[src/rtl/led_pkg.sv]
// Shared LED-path definitions: fader state encoding and default sizing.
// Reused by the blinker bench and later LED blocks.
package led_pkg;

    typedef enum logic [1:0] {
        ST_OFF  = 2'd0,
        ST_RISE = 2'd1,
        ST_ON   = 2'd2,
        ST_FALL = 2'd3
    } led_state_t;

    localparam int PWM_BITS_DEF = 8;
    localparam int RAMP_DIV_DEF = 4;

endpackage

[src/rtl/sync_2ff.sv]
// Two-flop synchroniser for slow asynchronous levels.
// Width is parameterised; reset clears both stages.
module sync_2ff #(
    parameter int W = 1
) (
    input  logic         clk,
    input  logic         rst_n,
    input  logic [W-1:0] d,
    output logic [W-1:0] q
);

    logic [W-1:0] meta;

    // first stage may go metastable, second stage gives a clean level
    always_ff @(posedge clk or negedge rst_n) begin
        if (!rst_n) begin
            meta <= '0;
            q    <= '0;
        end else begin
            meta <= d;
            q    <= meta;
        end
    end

endmodule

[src/rtl/led_pwm_fader.sv]
// Turns the blinker's square-wave level into ramped PWM fades.
// Duty only moves on PWM period boundaries so the LED never glitches.
module led_pwm_fader
    import led_pkg::*;
#(
    parameter int PWM_BITS = PWM_BITS_DEF,
    parameter int RAMP_DIV = RAMP_DIV_DEF
) (
    input  logic                clk,
    input  logic                rst_n,
    input  logic                en,
    input  logic                led_in,
    output logic                LED,
    output logic [PWM_BITS-1:0] duty,
    output logic                busy
);

    localparam int SW = (RAMP_DIV > 1) ? $clog2(RAMP_DIV) : 1;
    localparam logic [PWM_BITS-1:0] MAX   = '1;
    localparam logic [PWM_BITS-1:0] MAXM1 = MAX - 1'b1;
    localparam logic [PWM_BITS-1:0] ONE   = PWM_BITS'(1);
    localparam logic [SW-1:0] STEP_LAST   = SW'(RAMP_DIV - 1);

    logic                lvl;
    logic [PWM_BITS-1:0] pwm_cnt;
    logic [SW-1:0]       step_cnt;
    led_state_t          state;
    logic                pwm_wrap;
    logic                step;
    logic                rev;
    logic                done;

    sync_2ff #(.W(1)) u_sync (
        .clk   (clk),
        .rst_n (rst_n),
        .d     (led_in),
        .q     (lvl)
    );

    assign pwm_wrap = (pwm_cnt == MAX);
    assign step     = pwm_wrap && (step_cnt == STEP_LAST);

    // rev: level disagrees with direction; done: last step of a fade
    always_comb begin
        rev  = 1'b0;
        done = 1'b0;
        unique case (state)
            ST_OFF:  rev = lvl;
            ST_RISE: begin
                rev  = !lvl;
                done = lvl && step && (duty >= MAXM1);
            end
            ST_ON:   rev = !lvl;
            ST_FALL: begin
                rev  = lvl;
                done = !lvl && step && (duty <= ONE);
            end
            default: rev = 1'b0;
        endcase
    end

    // free-running PWM ramp, held at zero while disabled
    always_ff @(posedge clk or negedge rst_n) begin
        if (!rst_n) begin
            pwm_cnt <= '0;
        end else if (!en) begin
            pwm_cnt <= '0;
        end else begin
            pwm_cnt <= pwm_cnt + 1'b1;
        end
    end

    // counts PWM periods per duty step, restarted on every transition
    always_ff @(posedge clk or negedge rst_n) begin
        if (!rst_n) begin
            step_cnt <= '0;
        end else if (!en || rev || done) begin
            step_cnt <= '0;
        end else if (pwm_wrap) begin
            if (step_cnt == STEP_LAST) begin
                step_cnt <= '0;
            end else begin
                step_cnt <= step_cnt + 1'b1;
            end
        end
    end

    // fade FSM with duty register; a reversal wins over a same-edge step
    always_ff @(posedge clk or negedge rst_n) begin
        if (!rst_n) begin
            state <= ST_OFF;
            duty  <= '0;
            busy  <= 1'b0;
        end else if (!en) begin
            state <= ST_OFF;
            duty  <= '0;
            busy  <= 1'b0;
        end else begin
            unique case (state)
                ST_OFF: begin
                    if (rev) begin
                        state <= ST_RISE;
                        busy  <= 1'b1;
                    end
                end
                ST_RISE: begin
                    if (rev) begin
                        state <= ST_FALL;
                    end else if (done) begin
                        state <= ST_ON;
                        duty  <= MAX;
                        busy  <= 1'b0;
                    end else if (step) begin
                        duty  <= duty + 1'b1;
                    end
                end
                ST_ON: begin
                    if (rev) begin
                        state <= ST_FALL;
                        busy  <= 1'b1;
                    end
                end
                ST_FALL: begin
                    if (rev) begin
                        state <= ST_RISE;
                    end else if (done) begin
                        state <= ST_OFF;
                        duty  <= '0;
                        busy  <= 1'b0;
                    end else if (step) begin
                        duty  <= duty - 1'b1;
                    end
                end
                default: begin
                    state <= ST_OFF;
                    busy  <= 1'b0;
                end
            endcase
        end
    end

    // registered LED compare; ends of the range are forced steady
    always_ff @(posedge clk or negedge rst_n) begin
        if (!rst_n) begin
            LED <= 1'b0;
        end else if (!en || duty == '0) begin
            LED <= 1'b0;
        end else if (duty == MAX) begin
            LED <= 1'b1;
        end else begin
            LED <= (pwm_cnt < duty);
        end
    end

endmodule
[config.mk]
export PLATFORM = sky130hd
export DESIGN_NAME = led_pwm_fader
export DESIGN_NICKNAME = d
export VERILOG_FILES = /design/src/rtl/led_pkg.sv /design/src/rtl/sync_2ff.sv /design/src/rtl/led_pwm_fader.sv
export SDC_FILE = /design/constraint.sdc
export NUM_CORES = 1
export LEC_CHECK = 0
export CAP_MARGIN = 20
export CORE_MARGIN = 1.5
export CORE_UTILIZATION = 40
export DETAILED_ROUTE_END_ITERATION = 16
export MAX_ROUTING_LAYER = met4
export PLACE_DENSITY_LB_ADDON = 0.12
export RECOVER_POWER = 25
export SYNTH_ARGS = -nofsm -noshare
export SYNTH_HDL_FRONTEND = slang
export SYNTH_SLANG_ARGS = --single-unit
[constraint.sdc]
create_clock -name clk -period 6.2 [get_ports clk]
set_clock_uncertainty 0.15 [all_clocks]
set_input_delay 0.62 -clock clk [delete_from_list [all_inputs] [get_ports clk]]
set_output_delay 0.62 -clock clk [all_outputs]
set_load 0.02 [all_outputs]
# After elaboration in Yosys (flattened, before gate mapping)
# Index checks and enable logic that the tools add are counted.
# classes
addsub	4
n_lt_le_gt_ge	3
n_eq_ne	18
mux	29
reduce_logical	20
# ops
op	count
two-way mux 8 bit	8
two-way mux 2 bit	10
adder 8 x 1 -> 8 bit (second input constant)	2
== test 8 bit (second input constant)	2
!= test 4 bit (second input constant)	4
one-hot mux 8 bit (2 select lines)	1
!= test 3 bit (second input constant)	5
>= comparator 8 bit (second input constant)	1
less-or-equal comparator 8 x 1 -> 1 bit (second input constant)	1
zero test 8 bit	1
< comparator 8 bit	1
one-hot mux 2 bit (4 select lines)	1
OR reduction 2 bit	4
subtractor 8 x 1 -> 8 bit (second input constant)	1
== test 2 bit (second input constant)	3
two-way mux 1 bit	6
!= test 3 x 2 -> 1 bit (second input constant)	2
one-hot mux 1 bit (2 select lines)	3
logical AND 1 bit	5
AND reduction 5 bit	1
AND reduction 4 bit	1
logical OR 1 bit	3
!= test 3 x 1 -> 1 bit (second input constant)	1
AND reduction 3 bit	1
5 further kinds	6
# word_totals
register_bits	24
input_bits	4
output_inout_bits	10
elab_cells	82

# Depth between registers and ports, before layout
# Gate-level depths: netlist (run 1).
# logic_depth
word_depth	9
mapped_depth	8

# Cells and area by module
# From an unflattened synthesis (run 1), not the netlist that was laid out.
# unflattened
hier_cells	201
hier_area_um2	1855.5
# by_module_without_submodules
mod	n_inst	cells_each	area_per_inst_um2	seq_area_each_um2
led_pwm_fader	1	199	1805.5	550.5
sync_2ff	1	2	50.0	50.0

# Least setup slack after synthesis (run 1)
# Ideal clock, no wire load.
# synth_timing
path_kind	reg-to-reg
startpoint	register duty[0]
endpoint	register state[0]
setup_time_ns	0.099
arrival_ns	2.049
required_time_ns	5.951
slack_ns	3.902
path_stages_with_launch	9
n_path_buf	1
synth_period_minus_slack_ns	2.298
path_cell_list	dfrtp_1 > inv_1 > ha_1 > nor2_1 > or3_1 > buf_6 > a21o_1 > o311a_1 > a311oi_1
# synth_via
elab_chain_len	5
word_cells_on_any_way	8
# synth_lines
element	line_no	source
from (decl)	led_pwm_fader.sv:14	output logic [PWM_BITS-1:0] duty,
from (signal assigned)	led_pwm_fader.sv:114	duty <= duty + 1'b1;
from (signal assigned)	led_pwm_fader.sv:131	duty <= duty - 1'b1;
less-or-equal comparator 8 x 1 -> 1 bit / >= comparator 8 bit (equally long branches)	led_pwm_fader.sv:56, led_pwm_fader.sv:51	
logical AND 1 bit (on tied branches)	led_pwm_fader.sv:56, led_pwm_fader.sv:51	
one-hot mux 1 bit (2 select lines) *	led_pwm_fader.sv:47	unique case (state)
!= test 4 bit (no source line)	-	
AND reduction 4 bit (no source line) *	-	
to (signal assigned)	led_pwm_fader.sv:91	state <= ST_OFF;
to (signal assigned)	led_pwm_fader.sv:95	state <= ST_OFF;
to (signal assigned)	led_pwm_fader.sv:102	state <= ST_RISE;
to (decl)	led_pwm_fader.sv:27	led_state_t state;
# Every way passes the cells marked *; elsewhere a longest branch is shown, timed or not.
# A chain may end at the register's enable or synchronous reset.

# Worst setup path after layout (run 1)
# layout_timing
startpoint	register state[1]
endpoint	register duty[4]
# layout_via
elab_chain_len	6
word_cells_on_any_way	20
# layout_lines
element	line_no	source
== test 2 bit / == test 2 x 1 -> 1 bit (equally long branches)	led_pwm_fader.sv:47, led_pwm_fader.sv:99	
one-hot mux 1 bit (2 select lines)	led_pwm_fader.sv:47	
two-way mux 8 bit (on tied branches)	led_pwm_fader.sv:126, led_pwm_fader.sv:109	
two-way mux 8 bit (on tied branches)	led_pwm_fader.sv:124, led_pwm_fader.sv:107	
one-hot mux 8 bit (2 select lines)	led_pwm_fader.sv:99	unique case (state)
two-way mux 8 bit	led_pwm_fader.sv:94	end else if (!en) begin
# Parallel ways exist; a longest one is shown, timed or not. The select of a mux whose other input is x is not followed.

==> results of run 1 <==
area by class of cell:
class	instances	area, um^2
clock buffers	3	41.3
clock inverters	1	30.0
fillers	442	2330
inverters	12	45.0
multi-input cells	152	1070
flip-flops and latches	24	601
well taps	52	65.1
repair buffers	15	141
routing by layer:
metal	global-route usage, %	up-vias
met5	-	-
met4	5.56	0
met3	2.62	4
met2	32.5	54
met1	28.3	727
li1	-	744
power breakdown:
part	total, uW	switching [uW]	internal [uW]
clock	142	55.1	86.4
sequential	176	9.20	166
combinational	130	79.4	51.0
state kept, by name, indices dropped and copies added (netlist names):
name and count:
u_sync.meta 1, step_cnt 2, LED 1, u_sync.q 1, state 2, duty 8, pwm_cnt 8, busy 1
how the worst min path moves through the flow:
stage,start,end,slack (ns),depth (start not counted)
3_3_place_gp,u_sync.meta$_DFF_PN0_,u_sync.q$_DFF_PN0_,0.18,0
5_1_grt,u_sync.meta$_DFF_PN0_,u_sync.q$_DFF_PN0_,0.22,0
6_report,u_sync.meta$_DFF_PN0_,u_sync.q$_DFF_PN0_,0.21,0
4_1_cts,u_sync.meta$_DFF_PN0_,u_sync.q$_DFF_PN0_,0.21,0
3_5_place_dp,u_sync.meta$_DFF_PN0_,u_sync.q$_DFF_PN0_,0.19,0
2_1_floorplan,rst_n,LED$_DFF_PN0_,0.17,0
stage by stage:
stage	total power, uW	cell area (um^2)	setup slack, ns	utilization [%]
after detailed placement	308	1930	3.73	44.6
final	448	2000	3.71	46.2
after global placement	304	1930	3.77	44.6
after global routing	477	2000	3.54	46.2
after CTS	451	2000	3.72	46.3
after floorplan	272	1780	3.90	-
logic make-up after synthesis:
family | after synthesis
buffers and inverters | 19
AOI/OAI and AO/OA | 48
and+or+nand+nor | 69
adders and majority gates | 18
xor gates and xnor gates | 16
muxes | 1
DFF | 24
cell usage in the layout, fill, tap and decap left out, types with 2 or more instances in the layout:
master / count
o21ai_0: 10
nand3_1: 15
o21a_1: 2
o311a_1: 2
a211oi_1: 3
dlygate4sd3_1: 2
inv_1: 12
or2_2: 3
nand2_1: 6
o2111ai_1: 2
clkdlybuf4s50_1: 11
xnor2_1: 10
a31oi_1: 2
xor2_1: 6
nor3_1: 7
nor2_1: 16
clkbuf_8: 3
nor4_1: 3
o221a_2: 2
a21oi_1: 10
ha_1: 18
a21o_1: 3
or3_1: 2
nand4_1: 9
and2_1: 2
dfrtp_1: 24
o31ai_1: 3
==> results_dict.tcl, run 1 <==
set metrics [dict create \
    rr_startpoint "state[1]$_DFFE_PN0P_" \
    synth_edf_count 0 \
    path_class "reg -> reg" \
    fmax_mhz 402 \
    synth.area.top_cells "dfrtp_1 34%, ha_1 13%, xnor2_1 4.9%, nand3_1 4.2%, nor2_1 3.4%" \
    row_count 24 \
    nets 230 \
    yosysWarnings 0 \
    postCtsSetupBuffers 0 \
    synth.mux.area_fraction_pct 0.562 \
    core_area_um2 4320 \
    num_vias 1529 \
    area_delta_synth_final_pct 12.1 \
    wl_met2_um 2180 \
    synth.distinct_cells 43 \
    place.gp.congestion 1.01 \
    r2r-end "duty[4]$_DFFE_PN0P_" \
    synth_area_per_cell_um2 9.14 \
    final_cells 259 \
    cts_inserted_buffers 3 \
    synth_ff_type "dfrtp_1" \
    status "complete, no violations" \
    ir_drop_mv 0.159 \
    r2r_setup_slack_ns 3.71 \
    slew_headroom_pct 8.82 \
    start_util_pct 41.2 \
    synthCells 195 \
    hold_viol 0 \
    cts-root-buf "clkbuf_8" \
    maxCapViolations 0 \
    crit_arrival_ns 2.49 \
    drtAntennaViolNets 0 \
    drc 0 \
    dr.pass1.iters 4 \
    synth_xor_xnor_area_share_pct 7.87 \
    yosys.area_share.simple_pct 20.4 \
    grt_max_degree 25 \
    clockBufferDepth 2 \
    synth_compound_area_share_pct 18.8 \
    die_y_um 69.7 \
    drive_above_1_share_pct 6.76 \
    cp_num_cells 7 \
    synth-async-reset-ratio_pct 100 \
    holdCritPathClass "reg -> reg" \
    ys_top_cells_by_count "24 x dfrtp_1, 18 x ha_1, 16 x nor2_1" \
    grt_pass1_wl_um 7800 \
    setup_tns_ns 0 \
    worstMarginPinSlew_ns 1.37 \
    crit_chain "inv_1 > ha_1 > xor2_1 > or4_1 > nor3_1 > a21oi_1 > o311a_1" \
    port_buffers 13 \
    ys_seq_area_share_pct 33.7 \
    cts-resized-gates 0 \
    worstSkewPairLatency_ns 0.27 \
    hold_ws_ns 0.205 \
    synth_fa_ha_area_share_pct 12.6 \
    crit_end "duty[4]$_DFFE_PN0P_" \
    leakagePower_uw 0.000865 \
    synth_top_area_share_pct 33.7 \
    track_usage_pct 20.7 \
    dr_wl_met3_um 265 \
    drv_slew 0 \
    cts_tree "yes" \
    p_per_area_nw_per_um2 224 \
    htree_levels 1 \
    met1_length_um 2130 \
    dr.max_layer_used "met4" \
    cp_max_fo 6 \
    grt_pass1_vias 1499 \
    period_share_pct 40.1 \
    vias_per_cell 5.90 \
    start_kind "flip-flop" \
    end_kind "flip-flop" \
    reg2reg_depth 7 \
    setup_viol 0 \
    synth_seq_cells 24 \
    chipWidth_um 69.7 \
    synth_area_um2 1780 \
    synth_top_family_by_area "simple AND/OR/NAND/NOR gates" \
    holdBufCountCts 0 \
    clock_sinks 24 \
    synth_most_common_cell "dfrtp_1" \
    cp-startpoint "state[1]$_DFFE_PN0P_" \
    cp.buffers_inverters 1 \
    overflow 0 \
    slowest_delay_ns 0.64 \
    synth_nets 217 \
    place_hpwl_um 3420 \
    wirelength_um 4630 \
    path_clk_slew_ns 0.09 \
    period_minus_slack_ns 2.49 \
    yosysTopAreaCell "dfrtp_1" \
    drtIter0Drc 144 \
    dieArea_um2 4860 \
    wl_per_cell_um 17.9 \
    crit_slowest_cell "or4_1" \
    rsz0062_at_grt "false" \
    required_ns 6.21 \
    antenna_found_initial 0 \
    post-place-cells 255 \
    num_antenna_cells 0 \
    crit_family "simple AND/OR/NAND/NOR gates" \
    pin_count 14 \
]
No activity file was read; power rests on OpenSTA's default activity.
==> inputs of run 2 (changes only) <==
==> constraint.sdc (replaced) <==
create_clock -name clk -period 2.4 [get_ports clk]
set_clock_uncertainty 0.15 [all_clocks]
set_input_delay 0.24 -clock clk [delete_from_list [all_inputs] [get_ports clk]]
set_output_delay 0.24 -clock clk [all_outputs]
set_load 0.02 [all_outputs]
==> run 2 against run 1 <==
Setup slack worse by 3.6 ns; count of clock-buffer cells in the layout is the same; critical path depth stayed put; critical path type unchanged.
==> results_dict.tcl, run 2 (synthesis results as in run 1) <==
set metrics [dict create \
    wl_met2_um 2200 \
    dr.max_layer_used "met4" \
    drtIter0Drc 113 \
    hold_viol 0 \
    start_kind "flip-flop" \
    fmax_mhz 438 \
    port_buffers 13 \
    min_from "u_sync.meta$_DFF_PN0_" \
    path_clk_slew_ns 0.09 \
    r2r_setup_slack_ns 0.12 \
    nets 249 \
    rsz0062_at_grt "false" \
    cp_max_fo 4 \
    status "complete, no violations" \
    chipWidth_um 69.7 \
    num_vias 1638 \
    track_usage_pct 21.6 \
    final_common_cell "dfrtp_1" \
    cp.buffers_inverters 1 \
    pin_count 14 \
    grt_pass1_wl_um 8140 \
    worstMarginPinSlew_ns 1.35 \
    start_util_pct 41.2 \
    holdBufCountCts 0 \
    crit_arrival_ns 2.29 \
    holdCritPathClass "reg -> reg" \
    crit_slowest_cell "or4_4" \
    clockBufferDepth 2 \
    leakagePower_uw 0.000965 \
    rr_startpoint "state[0]$_DFFE_PN0P_" \
    hold_end "u_sync.q$_DFF_PN0_" \
    drv_slew 0 \
    ir_drop_mv 0.422 \
    place_hpwl_um 3670 \
    grt_pass1_vias 1648 \
    met1_length_um 2210 \
    reg2reg_depth 7 \
    slew_headroom_pct 9.69 \
    drc 0 \
    r2r-end "duty[4]$_DFFE_PN0P_" \
    cts-root-buf "clkbuf_8" \
    worstSkewPairLatency_ns 0.27 \
    dr_wl_met3_um 266 \
    clock_sinks 24 \
    area_delta_synth_final_pct 22.3 \
    overflow 0 \
    row_count 24 \
    hold_depth 0 \
    wl_per_cell_um 17.2 \
    grt_max_degree 25 \
    setup_viol 0 \
    crit_chain "inv_1 > ha_4 > xor2_1 > or4_4 > nor3_1 > a21oi_1 > o311a_1" \
    dieArea_um2 4860 \
    antenna_found_initial 0 \
    maxCapViolations 0 \
    cts_tree "yes" \
    path_class "reg -> reg" \
    end_kind "flip-flop" \
    period_share_pct 95.1 \
    wirelength_um 4780 \
    required_ns 2.41 \
    slowest_delay_ns 0.52 \
    dr.pass1.iters 4 \
    period_minus_slack_ns 2.28 \
    drive_above_1_share_pct 18.1 \
    cts_inserted_buffers 3 \
    setup_tns_ns 0 \
    vias_per_cell 5.89 \
    core_area_um2 4320 \
    p_total_uw 1230 \
    p_per_area_nw_per_um2 564 \
    place.gp.congestion 0.971 \
    drtAntennaViolNets 0 \
    die_y_um 69.7 \
    final_cell_mix "24 x dfrtp_1, 20 x buf_4, 17 x ha_1" \
    crit_family "simple AND/OR/NAND/NOR gates" \
    reg.largest.list "duty x8, pwm_cnt x8" \
    htree_levels 1 \
    num_antenna_cells 0 \
    final_core_util_pct 50.4 \
]
run 2: cell count changes in the layout (fill, tap and decap cells not counted), moves of 2 or more:
cell and delta:
buf_4 +19, inv_2 +2, nor4_2 +2, nor4_1 -2
inv_1 -2
run 2: final cells by class:
class,instances,area (um^2)
clock buffers,3,41.3
fillers,434,2140
multi-input cells,152,1110
inverters,12,45.0
flip-flops and latches,24,601
well taps,52,65.1
repair buffers,34,284
clock inverters,1,30.0
run 2: what timing repair did:
action                                  CTS  global route
gates resized for setup                   0             8
buffers inserted                          0             1
endpoints found under the setup margin    0             8
run 2: how the worst max path moves through the flow:
stage,from,endpoint,slack (ns),depth (start not counted)
4_1_cts,state[1]$_DFFE_PN0P_,state[0]$_DFFE_PN0P_,0.02,7
3_5_place_dp,state[0]$_DFFE_PN0P_,duty[4]$_DFFE_PN0P_,0.04,7
2_1_floorplan,duty[0]$_DFFE_PN0P_,state[0]$_DFFE_PN0P_,0.10,8
5_1_grt,state[1]$_DFFE_PN0P_,state[0]$_DFFE_PN0P_,0.02,8
6_report,state[0]$_DFFE_PN0P_,duty[4]$_DFFE_PN0P_,0.12,7
3_3_place_gp,state[0]$_DFFE_PN0P_,duty[4]$_DFFE_PN0P_,0.12,7
run 2: routing by layer:
| metal | track usage (%) | up-vias |
|---|---|---|
| met1 | 28.0 | 785 |
| met4 | 6.84 | 0 |
| met2 | 35.3 | 61 |
| met5 | - | - |
| met3 | 2.76 | 9 |
| li1 | - | 783 |
run 2: report_power, final:
group          internal, uW  switching (uW)  total [uW]
combinational           174             242         417
clock                   223             140         363
sequential              430            19.9         450
total                   827             402        1230
run 2: per-stage QoR:
| stage | cell area [um^2] | cells | hold WS [ns] | setup slack, ns |
|---|---|---|---|---|
| floorplan | 1780 | 195 | -0.206 | 0.102 |
| global placement | 2060 | 273 | 0.183 | 0.121 |
| detailed placement | 2060 | 273 | 0.186 | 0.0446 |
| CTS | 2140 | 277 | 0.186 | 0.0232 |
| global route | 2180 | 278 | 0.215 | 0.0247 |
| finish | 2180 | 278 | 0.206 | 0.119 |
==> inputs of run 3 (changes only) <==
==> constraint.sdc (replaced) <==
create_clock -name clk -period 2.4 [get_ports clk]
set_clock_uncertainty 0.15 [all_clocks]
set_input_delay 0.48 -clock clk [delete_from_list [all_inputs] [get_ports clk]]
set_output_delay 0.48 -clock clk [all_outputs]
set_load 0.02 [all_outputs]
==> results of run 3 <==
The final DEF is identical to that of run 2. Status: complete, no violations.
